[src/rtl/l2_response_queue_pkg.sv]
// Shared L2 response definitions: packet layout plus the queue sizing that the
// request arbiter and the response queue must agree on.
package l2_response_queue_pkg;

  localparam int unsigned NUM_CORES          = 4;
  localparam int unsigned CORE_ID_WIDTH      = $clog2(NUM_CORES);
  localparam int unsigned CACHE_LINE_BITS    = 512;
  localparam int unsigned L1_WAY_INDEX_WIDTH = 2;
  localparam int unsigned L2_ADDR_WIDTH      = 32;
  localparam int unsigned L2RSP_STATUS_WIDTH = 2;

  // The arbiter holds back L2_PIPE_STAGES slots for responses still in flight.
  localparam int unsigned L2RSP_QUEUE_DEPTH  = 8;
  localparam int unsigned L2_PIPE_STAGES     = 4;

  typedef enum logic [1:0] {
    L2RSP_LOAD_ACK      = 2'd0,
    L2RSP_STORE_ACK     = 2'd1,
    L2RSP_WRITEBACK_ACK = 2'd2,
    L2RSP_FLUSH_ACK     = 2'd3
  } l2rsp_packet_type_t;

  typedef struct packed {
    logic                                valid;
    l2rsp_packet_type_t                  packet_type;
    logic [CORE_ID_WIDTH-1:0]            core;
    logic [L2_ADDR_WIDTH-1:0]            address;
    logic                                update;
    logic [L1_WAY_INDEX_WIDTH-1:0]       way;
    logic [CACHE_LINE_BITS-1:0]          data;
    logic [L2RSP_STATUS_WIDTH-1:0]       status;
  } l2rsp_packet_t;

endpackage

[src/rtl/l2_response_queue_sync_fifo.sv]
// Generic synchronous FIFO: storage, wrapping pointers and occupancy count.
// Storage is not reset; only control state is.
module sync_fifo #(
  parameter int unsigned WIDTH = 8,
  parameter int unsigned DEPTH = 8
) (
  input  logic                   clk,
  input  logic                   reset_n,
  input  logic                   i_push,
  input  logic                   i_pop,
  input  logic [WIDTH-1:0]       i_data,
  output logic [WIDTH-1:0]       o_data,
  output logic [$clog2(DEPTH):0] o_count,
  output logic                   o_empty,
  output logic                   o_full
);

  localparam int unsigned AW = $clog2(DEPTH);
  localparam int unsigned CW = AW + 1;

  logic [WIDTH-1:0] r_mem [DEPTH];
  logic [AW-1:0]    r_wr_ptr;
  logic [AW-1:0]    r_rd_ptr;
  logic [CW-1:0]    r_count;
  logic             w_push;
  logic             w_pop;

  assign o_empty = (r_count == '0);
  assign o_full  = (r_count == CW'(DEPTH));
  assign w_pop   = i_pop && !o_empty;
  assign w_push  = i_push && (!o_full || w_pop);

  always_ff @(posedge clk) begin
    if (w_push) begin
      r_mem[r_wr_ptr] <= i_data;
    end
  end

  // DEPTH is a power of two, so pointers wrap by plain overflow.
  always_ff @(posedge clk or negedge reset_n) begin
    if (!reset_n) begin
      r_wr_ptr <= '0;
      r_rd_ptr <= '0;
      r_count  <= '0;
    end else begin
      if (w_push) r_wr_ptr <= r_wr_ptr + AW'(1);
      if (w_pop)  r_rd_ptr <= r_rd_ptr + AW'(1);
      case ({w_push, w_pop})
        2'b10:   r_count <= r_count + CW'(1);
        2'b01:   r_count <= r_count - CW'(1);
        default: r_count <= r_count;
      endcase
    end
  end

  assign o_data  = r_mem[r_rd_ptr];
  assign o_count = r_count;

endmodule

[src/rtl/l2_response_queue.sv]
// Elastic buffer behind the L2 response stage: in-order delivery under
// valid/ready, early almost-full back-pressure and a sticky drop flag.
module l2_response_queue
  import l2_response_queue_pkg::*;
#(
  parameter int unsigned DEPTH        = L2RSP_QUEUE_DEPTH,
  parameter int unsigned PIPE_RESERVE = L2_PIPE_STAGES
) (
  input  logic                   clk,
  input  logic                   reset_n,
  input  l2rsp_packet_t          l2rsp_packet,
  output l2rsp_packet_t          out_packet,
  input  logic                   out_ready,
  output logic                   queue_almost_full,
  output logic [$clog2(DEPTH):0] queue_count,
  output logic                   overflow_error
);

  localparam int unsigned CW = $clog2(DEPTH) + 1;
  localparam int unsigned PW = $bits(l2rsp_packet_t);

  logic [PW-1:0] w_head;
  logic [CW-1:0] w_count;
  logic          w_empty;
  logic          w_full;
  logic          w_push;
  logic          w_pop;
  logic          w_drop;
  logic          r_overflow;

  assign w_pop  = !w_empty && out_ready;
  assign w_push = l2rsp_packet.valid && (!w_full || w_pop);
  assign w_drop = l2rsp_packet.valid && w_full && !w_pop;

  sync_fifo #(
    .WIDTH (PW),
    .DEPTH (DEPTH)
  ) u_fifo (
    .clk     (clk),
    .reset_n (reset_n),
    .i_push  (w_push),
    .i_pop   (w_pop),
    .i_data  (l2rsp_packet),
    .o_data  (w_head),
    .o_count (w_count),
    .o_empty (w_empty),
    .o_full  (w_full)
  );

  // Unreset storage may hold stale lines; never expose them while empty.
  always_comb begin
    out_packet = '0;
    if (!w_empty) begin
      out_packet = l2rsp_packet_t'(w_head);
    end
  end

  always_ff @(posedge clk or negedge reset_n) begin
    if (!reset_n) begin
      r_overflow <= 1'b0;
    end else if (w_drop) begin
      r_overflow <= 1'b1;
    end
  end

  assign queue_almost_full = (w_count >= CW'(DEPTH - PIPE_RESERVE));
  assign queue_count       = w_count;
  assign overflow_error    = r_overflow;

endmodule

[config.mk]
export PLATFORM = sky130hd
export DESIGN_NAME = l2_response_queue
export DESIGN_NICKNAME = d
export VERILOG_FILES = /design/src/rtl/l2_response_queue_pkg.sv /design/src/rtl/l2_response_queue_sync_fifo.sv /design/src/rtl/l2_response_queue.sv
export SDC_FILE = /design/constraint.sdc
export NUM_CORES = 2
export LEC_CHECK = 0
export BUFFER_PORTS_ARGS = -buffer_cell sky130_fd_sc_hd__buf_2
export CAP_MARGIN = 20
export CORE_ASPECT_RATIO = 0.8
export CORE_MARGIN = 3
export CORE_UTILIZATION = 40
export CTS_CLUSTER_SIZE = 25
export DETAILED_ROUTE_END_ITERATION = 16
export GPL_TIMING_DRIVEN = 0
export PLACE_DENSITY_LB_ADDON = 0.2
export RECOVER_POWER = 25
export SLEW_MARGIN = 20
export SYNTH_ARGS = -nofsm -noshare
export SYNTH_HDL_FRONTEND = slang
export SYNTH_MEMORY_MAX_BITS = 65536
export SYNTH_SLANG_ARGS = --single-unit
[constraint.sdc]
create_clock -name clk -period 54.8 [get_ports clk]
set_input_delay 5.48 -clock clk [delete_from_list [all_inputs] [get_ports clk]]
set_output_delay 5.48 -clock clk [all_outputs]
set_load 0.005 [all_outputs]
==> flow_summary.ini <==
[outcome]
outcome = completed

[worst_setup_path]
required_time_at_the_worst_slack_endpoint_ns = 49.32
cp_cell_sequence = buf_2 > clkbuf_2 > clkbuf_1 > mux4_2 > a22o_1 > buf_2
timing.critical_path.fanout_max = 10
cpLargestDelayFamily = buffers and inverters
crit_type = flop to primary output
crit_buf_inv = 4
cp_num_cells = 6
cp_common_cell = buf_2
crit_arrival_ns = 4.31
startpoint_type = flop
worst_path_max_delay_cell = clkbuf_1
max_stage_delay_ns = 0.73
reg2reg_depth = 13
critical_path.endpoint_type = primary output

[power_and_ir_drop]
leakagePower_nw = 64.8
power_per_cell_area_nw_per_um2 = 55.7
vdd.ir_drop.worst_mv = 0.0386
design_power_total_mw = 11.0

[cts]
tritoncts = built
cts.root.buffer_cell = clkbuf_16
clk_latency_ns = 0.99
cts_hold_buffers = 0
clock_sinks = 4443
cts_buffers = 438
post_cts_resize_count = 0
clk_path_buf_depth = 4
post-cts-setup-buffer-count = 0
cts_max_level = 5
clkTransAtPathRegs_ns = 0.06

[detailed_routing]
drt_drc_violations_left = 0
drt-wirelength-per-cell_microns = 30.6
dr_total_vias = 80100
detail-route-antenna-nets = 0
finalWirelength_microns = 447000
dr.pass1.iters = 5
drt-vias-per-instance = 5.48
detailedRoute.firstIterationViolations = 7485

[die]
floorplan.die.height_microns = 581
die_area_sq_um = 421000
die-width_microns = 725
start_util_pct = 40.3
io-pin-count = 1117
row_count = 210
fp.coreArea_sq_um = 410000

[logic_synthesis]
synthCells = 6532
yosys_register_bits = 4443
average_footprint_of_a_synthesized_cell_sq_um = 25.3
synth.yosys.seq_area_share_pct = 80.7
netlist-cell-type-count = 39
synth-async-reset-ratio_pct = 0.248
commonest_register_cell_after_synthesis = edfxtp_1
ys_warn_count = 0
post_synth_instance_area_sq_um = 165000
syn_nets = 7094
synth_edf_count = 4432

[layout]
synthToLayoutAreaGrowth_pct = 19.9
fin_cells = 14600
finalNetCount = 9223
layout.filler_cells = 33200
layout.cells.most_common_list = edfxtp_1, mux4_2, buf_2, clkbuf_1, a22o_1
layout_commonest_cell = edfxtp_1
final_layout_size_suffix_gt1_share_pct = 35.8

[min_path]
hold_path_depth = 2
hold_class = flop to flop

[grt]
grt_use_met3_pct = 5.85
use_met2_pct = 33.7
first_global_vias = 82000
grt_pass1_wl_microns = 629000
grt_antenna_before_repair = 230
globalRouteMet1Util_pct = 27.6
grt_remaining_overflow = 0
largest_net_degree_at_the_start_of_global_routing = 21
gr-usage-all-layers_pct = 20.8
busiest_layer = met2

[placement]
routabilityCongestion = 0.746
port-buffer-count = 1116
detailed_place_hpwl_microns = 315000
placedCellCount = 13700

[timing]
setup_viol = 0
fmax_mhz = 102
period_needed_ns = 9.79
final-max-slew-violation-count = 0
setup_tns_ns = 0
fraction_of_the_cycle_the_final_worst_path_needs_pct = 17.9
timing.final.hold_violations = 0
grt_setup_unrepaired = no
worstMarginPinSlew_ns = 1.08
clock_skew_ns = 0.0536
maxSlewHeadroom_pct = 28.1

[flow_run]
maxCapViolCount = 0
registers in the layout (all words and copies together) (netlist names):
| register | count |
|---|---|
| u_fifo.r_mem | 4432 |
| u_fifo.o_count | 4 |
| u_fifo.r_rd_ptr | 3 |
| u_fifo.r_wr_ptr | 3 |
| overflow_error | 1 |
metrics by stage:
stage               utilization [%]  worst slack [ns]  instance area [sq um]  hold WS, ns
finish                         48.3             45.01                 198000        0.488
global route                   48.3             44.81                 198000        0.509
floorplan                         -              9.43                 165000        0.459
CTS                            48.4             44.76                 198000        0.491
global placement               43.3            -35.15                 178000        0.466
detailed placement             45.0             45.39                 185000        0.475
path summary, 6_finish.rpt:
| kind | start | endpoint | slack [ns] |
|---|---|---|---|
| setup / recovery | u_fifo.r_rd_ptr[1]$_DFFE_PN0P_ | out_packet[353] | 45.01 |
| hold / removal | overflow_error$_DFFE_PN0P_ | overflow_error$_DFFE_PN0P_ | 0.49 |
| setup reg to reg | u_fifo.o_count[2]$_DFFE_PN0P_ | u_fifo.r_mem[3][259]$_DFFE_PP_ | 50.34 |
| hold reg to reg | overflow_error$_DFFE_PN0P_ | overflow_error$_DFFE_PN0P_ | 0.49 |
| max in group asynchronous | reset_n | u_fifo.r_rd_ptr[0]$_DFFE_PN0P_ | 49.83 |
| min in group asynchronous | reset_n | u_fifo.r_rd_ptr[1]$_DFFE_PN0P_ | 4.55 |
final cells by class:
cell class	count	area, sq um	area share [%]
Multi-Input combinational cell	1713	30300	15.3
Antenna cell	85	213	0.107
Inverter	5	18.8	0.00947
Sequential cell	4443	133000	67.3
Buffer	371	1730	0.871
Clock buffer	552	11500	5.81
Clock inverter	240	2190	1.11
Tap cell	5512	6900	3.48
Timing Repair Buffer	1689	12000	6.04
worst min-delay path, delay by kind of cell, from the launching register on:
kind            cells  cell delay (ns)
compound gates      1             0.05
buf+inv             1             0.04
flops               1             0.36
cells in the mapped netlist (2+ instances only):
| library cell | n | area, sq um |
|---|---|---|
| a22o_1 | 554 | 4850 |
| buf_1 | 14 | 52.6 |
| buf_2 | 150 | 751 |
| buf_6 | 15 | 169 |
| clkbuf_1 | 191 | 717 |
| dfrtp_1 | 11 | 275 |
| edfxtp_1 | 4432 | 133000 |
| ha_1 | 5 | 62.6 |
| inv_1 | 5 | 18.8 |
| mux2_2 | 3 | 33.8 |
| mux4_2 | 1108 | 25000 |
| nand2_1 | 2 | 7.51 |
| nand2b_1 | 3 | 18.8 |
| nor2_1 | 4 | 15.0 |
| nor2b_1 | 2 | 12.5 |
| nor3_1 | 4 | 20.0 |
| o211ai_1 | 2 | 15.0 |
| xnor2_1 | 6 | 52.6 |
logic make-up after synthesis:
group,share of synthesized area (%)
simple gates,0.0901
xor+xnor,0.0371
mux,15.1
fa+ha+maj,0.0379
flops,80.7
buf+inv,1.04
compound gates,2.98
report_power, final:
| group | internal, mW | switching, mW | total, mW |
|---|---|---|---|
| Sequential | 4.24 | 0.0894 | 4.33 |
| Combinational | 1.61 | 2.18 | 3.79 |
| Clock | 1.64 | 1.26 | 2.90 |
| Total | 7.50 | 3.53 | 11.0 |
metal layers:
layer	vias to the layer above	part of all wire (%)	wire length, microns
met5	-	0.15	688
met4	104	3.0	13300
met3	786	8.4	37700
met2	2868	49	218000
met1	43200	40	177000
li1	33200	-	-
(Power assumes the default switching activity.)
